--- src/rtl/snitch_shared_acc_arbiter.sv ---
`default_nettype none
// ============================================================================
//  Module      : snitch_shared_acc_arbiter
//  Description : Shares one offload accelerator among several cores. Requests
//                are round-robin arbitrated onto the single unit port and the
//                winning port index is kept in an in-order tag FIFO so each
//                response is routed back to the core that issued it.
//  Revision    : 1.0 - initial release
// ============================================================================
module snitch_shared_acc_arbiter #(
    parameter int unsigned NR_PORTS        = 4,
    parameter int unsigned MAX_OUTSTANDING = 4,
    parameter int unsigned REQ_WIDTH       = 32,
    parameter int unsigned RESP_WIDTH      = 32
) (
    input  logic                             clk_i,
    input  logic                             rst_ni,
    input  logic [NR_PORTS*REQ_WIDTH-1:0]    core_req_i,
    input  logic [NR_PORTS-1:0]              core_req_valid_i,
    output logic [NR_PORTS-1:0]              core_req_ready_o,
    output logic [NR_PORTS*RESP_WIDTH-1:0]   core_resp_o,
    output logic [NR_PORTS-1:0]              core_resp_valid_o,
    input  logic [NR_PORTS-1:0]              core_resp_ready_i,
    output logic [REQ_WIDTH-1:0]             acc_req_o,
    output logic                             acc_req_valid_o,
    input  logic                             acc_req_ready_i,
    input  logic [RESP_WIDTH-1:0]            acc_resp_i,
    input  logic                             acc_resp_valid_i,
    output logic                             acc_resp_ready_o
);

    localparam int unsigned IDX_W = (NR_PORTS > 1) ? $clog2(NR_PORTS) : 1;
    localparam int unsigned PTR_W = (MAX_OUTSTANDING > 1) ? $clog2(MAX_OUTSTANDING) : 1;
    localparam int unsigned CNT_W = $clog2(MAX_OUTSTANDING + 1);
    localparam int          C_NP  = int'(NR_PORTS);
    localparam logic [CNT_W-1:0] C_MAX_CNT  = CNT_W'(MAX_OUTSTANDING);
    localparam logic [IDX_W-1:0] C_LAST_IDX = IDX_W'(NR_PORTS - 1);
    localparam logic [PTR_W-1:0] C_LAST_PTR = PTR_W'(MAX_OUTSTANDING - 1);

    // IDLE: free to re-arbitrate; HOLD: a presented request awaits acceptance
    typedef enum logic [0:0] {
        ST_IDLE = 1'b0,
        ST_HOLD = 1'b1
    } lock_state_t;

    lock_state_t      r_state;
    lock_state_t      w_state_next;
    logic [IDX_W-1:0] r_rr_ptr;
    logic [IDX_W-1:0] r_lock_idx;
    logic [IDX_W-1:0] w_rr_idx;
    logic [IDX_W-1:0] w_winner;
    logic             w_req_pending;
    logic             w_req_valid;
    logic             w_req_hs;
    logic [REQ_WIDTH-1:0] w_req_payload;

    logic [IDX_W-1:0] r_tag_mem [MAX_OUTSTANDING];
    logic [PTR_W-1:0] r_wr_ptr;
    logic [PTR_W-1:0] r_rd_ptr;
    logic [CNT_W-1:0] r_count;
    logic [IDX_W-1:0] w_head;
    logic             w_full;
    logic             w_empty;
    logic             w_resp_ready;
    logic             w_pop;

    // Round-robin search: first valid port at or after the RR pointer
    always_comb begin
        w_rr_idx = r_rr_ptr;
        for (int i = C_NP - 1; i >= 0; i--) begin
            if (core_req_valid_i[(int'(r_rr_ptr) + i) % C_NP]) begin
                w_rr_idx = IDX_W'((int'(r_rr_ptr) + i) % C_NP);
            end
        end
    end

    assign w_winner      = (r_state == ST_HOLD) ? r_lock_idx : w_rr_idx;
    assign w_req_pending = (r_state == ST_HOLD) | (|core_req_valid_i);
    assign w_full        = (r_count == C_MAX_CNT);
    assign w_empty       = (r_count == '0);
    assign w_req_valid   = rst_ni & w_req_pending & ~w_full;
    assign w_req_hs      = w_req_valid & acc_req_ready_i;
    assign w_head        = r_tag_mem[r_rd_ptr];
    assign w_resp_ready  = rst_ni & ~w_empty & core_resp_ready_i[w_head];
    assign w_pop         = acc_resp_valid_i & w_resp_ready;

    // Request mux and per-core ready/response-valid decode
    always_comb begin
        w_req_payload     = '0;
        core_req_ready_o  = '0;
        core_resp_valid_o = '0;
        for (int i = 0; i < C_NP; i++) begin
            if (w_winner == IDX_W'(i)) begin
                w_req_payload       = core_req_i[i*REQ_WIDTH +: REQ_WIDTH];
                core_req_ready_o[i] = w_req_hs;
            end
            if (w_head == IDX_W'(i)) begin
                core_resp_valid_o[i] = rst_ni & acc_resp_valid_i & ~w_empty;
            end
        end
    end

    assign acc_req_o        = rst_ni ? w_req_payload : '0;
    assign acc_req_valid_o  = w_req_valid;
    assign acc_resp_ready_o = w_resp_ready;
    assign core_resp_o      = {NR_PORTS{rst_ni ? acc_resp_i : {RESP_WIDTH{1'b0}}}};

    // Lock next-state: hold the winner while the unit stalls a presented request
    always_comb begin
        w_state_next = r_state;
        case (r_state)
            ST_IDLE: if (w_req_valid && !acc_req_ready_i) w_state_next = ST_HOLD;
            ST_HOLD: if (acc_req_ready_i)                 w_state_next = ST_IDLE;
            default: w_state_next = ST_IDLE;
        endcase
    end

    // Lock state, locked winner and round-robin pointer registers
    always_ff @(posedge clk_i or negedge rst_ni) begin
        if (!rst_ni) begin
            r_state    <= ST_IDLE;
            r_lock_idx <= '0;
            r_rr_ptr   <= '0;
        end else begin
            r_state <= w_state_next;
            if (w_req_valid && !acc_req_ready_i) begin
                r_lock_idx <= w_winner;
            end
            if (w_req_hs) begin
                r_rr_ptr <= (w_winner == C_LAST_IDX) ? '0 : w_winner + 1'b1;
            end
        end
    end

    // Tag FIFO pointers and occupancy
    always_ff @(posedge clk_i or negedge rst_ni) begin
        if (!rst_ni) begin
            r_wr_ptr <= '0;
            r_rd_ptr <= '0;
            r_count  <= '0;
        end else begin
            if (w_req_hs) begin
                r_wr_ptr <= (r_wr_ptr == C_LAST_PTR) ? '0 : r_wr_ptr + 1'b1;
            end
            if (w_pop) begin
                r_rd_ptr <= (r_rd_ptr == C_LAST_PTR) ? '0 : r_rd_ptr + 1'b1;
            end
            case ({w_req_hs, w_pop})
                2'b10:   r_count <= r_count + 1'b1;
                2'b01:   r_count <= r_count - 1'b1;
                default: r_count <= r_count;
            endcase
        end
    end

    // Tag storage needs no reset: entries are only read when the count says valid
    always_ff @(posedge clk_i) begin
        if (w_req_hs) begin
            r_tag_mem[r_wr_ptr] <= w_winner;
        end
    end

    // Protocol checks
    a_req_stable : assert property (@(posedge clk_i) disable iff (!rst_ni)
        (acc_req_valid_o && !acc_req_ready_i) |=> (acc_req_valid_o && $stable(acc_req_o)));
    a_no_overflow : assert property (@(posedge clk_i) disable iff (!rst_ni)
        w_req_hs |-> !w_full);
    a_no_underflow : assert property (@(posedge clk_i) disable iff (!rst_ni)
        acc_resp_valid_i |-> !w_empty);

endmodule
`default_nettype wire

--- config.mk ---
export PLATFORM = sky130hd
export DESIGN_NAME = snitch_shared_acc_arbiter
export DESIGN_NICKNAME = d
export VERILOG_FILES = /design/src/rtl/snitch_shared_acc_arbiter.sv
export SDC_FILE = /design/constraint.sdc
export NUM_CORES = 1
export LEC_CHECK = 0
export CORE_AREA = 2 2 132 134
export CTS_BUF_LIST = sky130_fd_sc_hd__clkbuf_4
export DETAILED_ROUTE_END_ITERATION = 10
export DIE_AREA = 0 0 134 136
export GPL_TIMING_DRIVEN = 0
export PLACE_DENSITY = 0.68
export SYNTH_ARGS = -nofsm -noshare
export SYNTH_HDL_FRONTEND = slang
export SYNTH_SLANG_ARGS = --single-unit
--- constraint.sdc ---
create_clock -name clk_i -period 3.1 [get_ports clk_i]
set_input_delay 0.465 -clock clk_i [delete_from_list [all_inputs] [get_ports clk_i]]
set_output_delay 0.465 -clock clk_i [all_outputs]
set_load 0.05 [all_outputs]
== Word level (Yosys, flattened, before mapping) ==
Memory sizes are Yosys's and may differ from the RTL's.
Cells that the tools add are included.

* Add/sub/neg operators: 8
* Order comparisons: 5
* Equal/unequal tests: 11
* Muxes and demuxes: 41
* Bitwise logic cells: 15
* Reductions and logical operators: 10

{| class="wikitable"
|+ Operators with widths
! cell !! count
|-
| 32-bit 2-to-1 mux || 6
|-
| 1-bit 2-to-1 mux || 20
|-
| 2-bit 2-to-1 mux || 8
|-
| 2-bit == test, second input constant || 7
|-
| 3-bit by 4-bit less-than comparator with 1-bit output, second input constant || 3
|-
| 1-bit binary-select mux with 2-bit select || 5
|-
| 2-bit by 1-bit adder with 2-bit output, second input constant || 4
|-
| 1-bit AND || 8
|-
| 2-bit by 1-bit == test with 1-bit output, second input constant || 3
|-
| 2-bit by 3-bit less-than comparator with 1-bit output, second input constant || 2
|-
| 3-bit one-hot mux with 2 select lines || 1
|-
| 2-bit OR reduction || 3
|-
| 2-bit adder, second input constant || 2
|-
| 2-bit logical NOT || 2
|-
| 4-bit OR reduction || 1
|-
| 3-bit by 1-bit adder with 3-bit output, second input constant || 1
|-
| 1-bit AND, first input constant || 3
|-
| 3-bit == test, second input constant || 1
|-
| 3-bit logical NOT || 1
|-
| 1-bit inverter || 3
|-
| 3-bit by 1-bit subtractor with 3-bit output, second input constant || 1
|-
| 1-bit one-hot mux with 2 select lines || 1
|-
| 2-bit nonzero test || 1
|-
| 1-bit logical AND || 1
|-
| 2 further kinds || 2
|}

* Register bits after elaboration: 12
* RAM bits: 8
* Input bits: 172
* Output and inout bits: 170
* Word-level logic and storage cells: 97
* Memories kept: 1

{| class="wikitable"
|+ Memory list
! memory !! depth !! bits a word !! rd ports !! clocked after Yosys merged registers in !! wr ports !! RTL line !! text
|-
| r_tag_mem || 4 || 2 || 1 || 0 || 1 || 57 || <nowiki>logic [IDX_W-1:0] r_tag_mem [MAX_OUTSTANDING];</nowiki>
|}

== Depth between registers and ports, before layout ==
* Depth after elaboration: 17
* Gate-level depth with buffers: 11
* Gate-level depth less buffers: 9

== Worst setup path before layout ==
OpenSTA, ideal clock, no wires.

* Path kind: input to output
* From: in core_req_valid_i[1]
* To: out acc_req_o[17]
* Data arrival time: 3.232 ns
* Data required time: 2.635 ns
* Slack: -0.597 ns
* Stages: 11
* Path buffers: 2
* Cells stage by stage: nor3b_1 > a2111oi_0 > o31ai_1 > inv_1 > ha_1 > buf_2 > clkbuf_1 > nor2b_1 > a221oi_1 > a211o_1 > a21oi_1

* Longest elaborated chain between the ends: 14
* Elaborated cells on any way between the ends: 25
* Classes of those cells: eq/ne (3); mux (21); reduce/logical (1)

{| class="wikitable"
|+ Ends and longest elaborated chain
! item !! RTL line !! text
|-
| start: declaration || 19 || <nowiki>input logic [NR_PORTS-1:0] core_req_valid_i,</nowiki>
|-
| 1-bit binary-select mux with 2-bit select || 71 || <nowiki>if (core_req_valid_i[(int'(r_rr_ptr) + i) % C_NP]) begin</nowiki>
|-
| 1-bit 2-to-1 mux (implied by the code) (2 in a row) || 71 ||
|-
| 2-bit 2-to-1 mux (3 in a row) || 71 ||
|-
| 2-bit 2-to-1 mux * || 71 ||
|-
| 2-bit 2-to-1 mux * || 77 || <nowiki>assign w_winner = (r_state == ST_HOLD) ? r_lock_idx : w_rr_idx;</nowiki>
|-
| via w_winner[1] || 51 || <nowiki>logic [IDX_W-1:0] w_winner;</nowiki>
|-
| 2-bit logical NOT || 93 || <nowiki>if (w_winner == IDX_W'(i)) begin</nowiki>
|-
| 32-bit 2-to-1 mux (3 in a row) || 93 ||
|-
| 32-bit 2-to-1 mux * || 93 ||
|-
| 32-bit 2-to-1 mux * || 103 || <nowiki>assign acc_req_o = rst_ni ? w_req_payload : '0;</nowiki>
|-
| end: declaration || 24 || <nowiki>output logic [REQ_WIDTH-1:0] acc_req_o,</nowiki>
|}

Mark *: on every way through the listed nets, which the timed path passes. The rest lies on a longest branch. The select of a mux whose other input is x is not followed.

== Final worst setup path ==
* From: reg r_rr_ptr[0]
* To: out acc_req_o[27]

* Longest elaborated chain between the ends: 15
* Elaborated cells on any way between the ends: 28
* Classes of those cells: add/sub (3); eq/ne (3); mux (21); reduce/logical (1)

{| class="wikitable"
|+ Ends and longest elaborated chain
! item !! RTL line !! text
|-
| start: declaration || 48 || <nowiki>logic [IDX_W-1:0] r_rr_ptr;</nowiki>
|-
| start signal: assignment || 130 || <nowiki>r_rr_ptr <= (w_winner == C_LAST_IDX) ? '0 : w_winner + 1'b1;</nowiki>
|-
| 2-bit adder || 71, 72 ||
|-
| 1-bit binary-select mux with 2-bit select || 71 ||
|-
| 1-bit 2-to-1 mux (implied by the code) (2 in a row) || 71 ||
|-
| 2-bit 2-to-1 mux (3 in a row) || 71 ||
|-
| 2-bit 2-to-1 mux * || 71 ||
|-
| 2-bit 2-to-1 mux * || 77 ||
|-
| via w_winner[0] || 51 ||
|-
| 2-bit logical NOT || 93 ||
|-
| 32-bit 2-to-1 mux (3 in a row) || 93 ||
|-
| 32-bit 2-to-1 mux * || 93 ||
|-
| 32-bit 2-to-1 mux * || 103 ||
|}

Marked as above.

==> flow_metrics.env <==
export IMPL_grt_pass1_vias=4464
export IMPL_slowest_delay_ps=460
export IMPL_core_area_mm2=0.01688
export IMPL_initial_utilization_pct=20.36
export IMPL_totalWireLength_mm=17.15
export IMPL_setup_slack_ps=-219.1
export IMPL_synth_fp_nets=646
export IMPL_grt_max_degree=21
export IMPL_cts_buffers=3
export IMPL_leakagePower_nw=3.487
export IMPL_synth_edf_count=8
export IMPL_crit_chain="nor2b_4 -> a2bb2oi_2 -> o2111ai_4 -> nand2_2 -> ha_4 -> buf_8 -> buf_12 -> buf_8 -> nor2b_4 -> a221oi_2 -> a211o_1 -> a21oi_4 -> buf_6"
export IMPL_layout_commonest_cell="clkdlybuf4s50_1"
export IMPL_finalHoldViolCount=0
export IMPL_clkTransAtPathRegs_ps=110
export IMPL_row_count=48
export IMPL_irDropWorstVdd_uv=546.9
export IMPL_tightestPinTransition_ps=1313
export IMPL_synth_area_mm2=0.003436
export IMPL_dr_total_vias=4512
export IMPL_synth_seq_cells=20
export IMPL_port_buffers=341
export IMPL_dieArea_mm2=0.01822
export IMPL_finalSetupTns_ps=-4286
export IMPL_ant_nets=0
export IMPL_synth_distinct_cells=41
export IMPL_rsz0062_at_grt="yes"
export IMPL_grt_overflow=0
export IMPL_hp_class="primary input to async pin"
export IMPL_clkSinkCount=20
export IMPL_io_pins=342
export IMPL_cts_max_level=1
export IMPL_yosysSeqAreaShare_pct=15.73
export IMPL_finalCriticalPeriod_ps=3319
export IMPL_status="finished, violations left"
export IMPL_cts_tree="yes"
export IMPL_worstSetupPathType="register to output pin"
export IMPL_relSlewSlack_pct=12.46
export IMPL_nets=1005
export IMPL_cap_viol_max_count=0
export IMPL_drc=0
export IMPL_ys_dominant_reg_cell="dfrtp_1"
export IMPL_grt_usage_pct=17.59
export IMPL_viasPerCell=4.314
export IMPL_fin_crit_sh_pct=107.1
export IMPL_yosys_area_top_type="buf_4"
export IMPL_async_flop_share_pct=60.00
export IMPL_setup_violations=32
export IMPL_cp_start_kind="register"
export IMPL_avgRoutedWirePerCell_um=16.40
export IMPL_antenna_found_initial=0
export IMPL_hpwl_mm=13.99
export IMPL_cts_root_buf="clkbuf_4"
export IMPL_power_density_mw_per_mm2=687.1
export IMPL_dp_slack_ps=-1831
export IMPL_place_area_mm2=0.007488
export IMPL_critPathSlowestCell="dfrtp_2"
export IMPL_die_y_um=136
export IMPL_grt_pass1_wl_mm=25.34
export IMPL_critPathCaptureType="output pin"
export IMPL_timing_fmax_ghz=0.3013
export IMPL_clk_latency_ps=300
export IMPL_worstPathArrival_ps=2850
export IMPL_place_gp_congestion=0.8196
export IMPL_rr_worst_depth=10
export IMPL_slew_violations=0
export IMPL_required_ps=2630
export IMPL_cp_max_fo=6
export IMPL_area_delta_synth_final_pct=141.1
export IMPL_ys_warn_count=0
export IMPL_fin_skew_ps=2.957
export IMPL_synthTopCellsByArea="buf_4 21%, dfrtp_1 8.7%, a211o_1 8.4%"
export IMPL_violations="negative setup slack"
export IMPL_clockBufferDepth=2
export IMPL_synth_top_area_share_pct=20.98
export IMPL_post_synth_inst_count=463
export IMPL_die_x_um=134
export IMPL_first_iter_violations=107
export IMPL_diodes=0
export IMPL_layout_common_cells="295 x clkdlybuf4s50_1, 107 x buf_4, 44 x inv_1, 40 x and2_1, 38 x nand2_1"
export IMPL_syn_area_per_cell_um2=7.421
export IMPL_layout_drive_gt1_share_pct=33.98
export IMPL_postLayoutCellArea_mm2=0.008284
export IMPL_firstDrtPassIters=4
worst paths after layout:
check                               from       endpoint  slack (ps)
hold / removal                    rst_ni     r_count[1]          80
min in group clk_i         r_lock_idx[1]  r_lock_idx[1]         520
hold reg to reg            r_lock_idx[1]  r_lock_idx[1]         520
setup reg to reg                 r_state     r_count[2]         350
max in group asynchronous         rst_ni    r_rr_ptr[1]        2700
setup / recovery             r_rr_ptr[0]  acc_req_o[27]        -220
worst max-delay path: cells and delay by family (launching register included):
| family | cells | cell delay (ps) |
|---|---|---|
| AND/OR/NAND/NOR | 3 | 380 |
| AO/OA/AOI/OAI | 5 | 940 |
| flip-flops | 1 | 460 |
| buffers and inverters | 4 | 570 |
| adder cells (fa/ha/maj) | 1 | 190 |
report_power, final:
group	internal, mW	switching, mW	leakage, nW
logic	2.24	2.83	3.25
registers	0.381	0.0930	0.215
clock network	0.0589	0.0809	0.0184
final cells by class:
class / count / area [um^2]
flip-flops and latches: 20 / 543.0
well taps: 225 / 281.5
multi-input cells: 269 / 2614
plain buffers: 127 / 1051
inverters: 46 / 173.9
clock buffers: 4 / 30.03
fillers: 1597 / 8592
repair buffers: 355 / 3591
logic make-up (layout without fill, tap and decap cells):
logic type,Yosys count,in the layout,share of synthesized area [%]
multiplexers,9,9,3.569
adder cells (fa/ha/maj),11,11,4.224
AND/OR/NAND/NOR,131,131,20.43
buffers and inverters,174,532,29.72
flip-flops,20,20,15.73
XOR/XNOR,3,3,0.7649
AO/OA/AOI/OAI,115,115,25.57
Yosys cell counts, types with 3 or more instances:
cell type and number:
nand2_1 39, buf_4 96, nor2b_1 37, mux2i_1 3, inv_1 45, buf_2 6, a221oi_1 32, dfrtp_1 12
and2_1 41, a211o_1 33, a21oi_1 33, edfxtp_1 8, ha_1 10, o21ai_0 4, nor2_1 9, clkbuf_1 24
flip-flops by register name, indices dropped and copies added (netlist names):
signal,cells
r_tag_mem,8
r_count,3
r_lock_idx,2
r_rd_ptr,2
r_rr_ptr,2
r_wr_ptr,2
r_state,1
per-stage QoR:
step	total power [mW]	hold WS [ps]	instances	util, %
after global placement	4.596	500.6	1029	44.37
after global routing	6.011	102.6	1046	49.09
after floorplan	3.362	169.4	463	-
after CTS	5.557	202.7	1044	48.36
after detailed placement	4.615	496.4	1029	44.37
final	5.692	79.54	1046	49.09
metal layers:
layer	global-route usage, %	share of wire [%]	vias up
met5	0	0	-
met4	2.305	1.0	0
met3	4.325	8.4	14
met2	34.70	53	231
met1	19.33	37	2054
li1	-	-	2213
what timing repair did:
| item | in CTS | in global routing |
|---|---|---|
| pin swaps | 37 | 21 |
| setup buffers | 10 | 2 |
| setup endpoints to repair | 184 | 90 |
| cloned | 2 | 0 |
| hold buffers | 0 | 0 |
| resized for setup | 378 | 47 |
No activity file was read; power rests on OpenSTA's default activity.
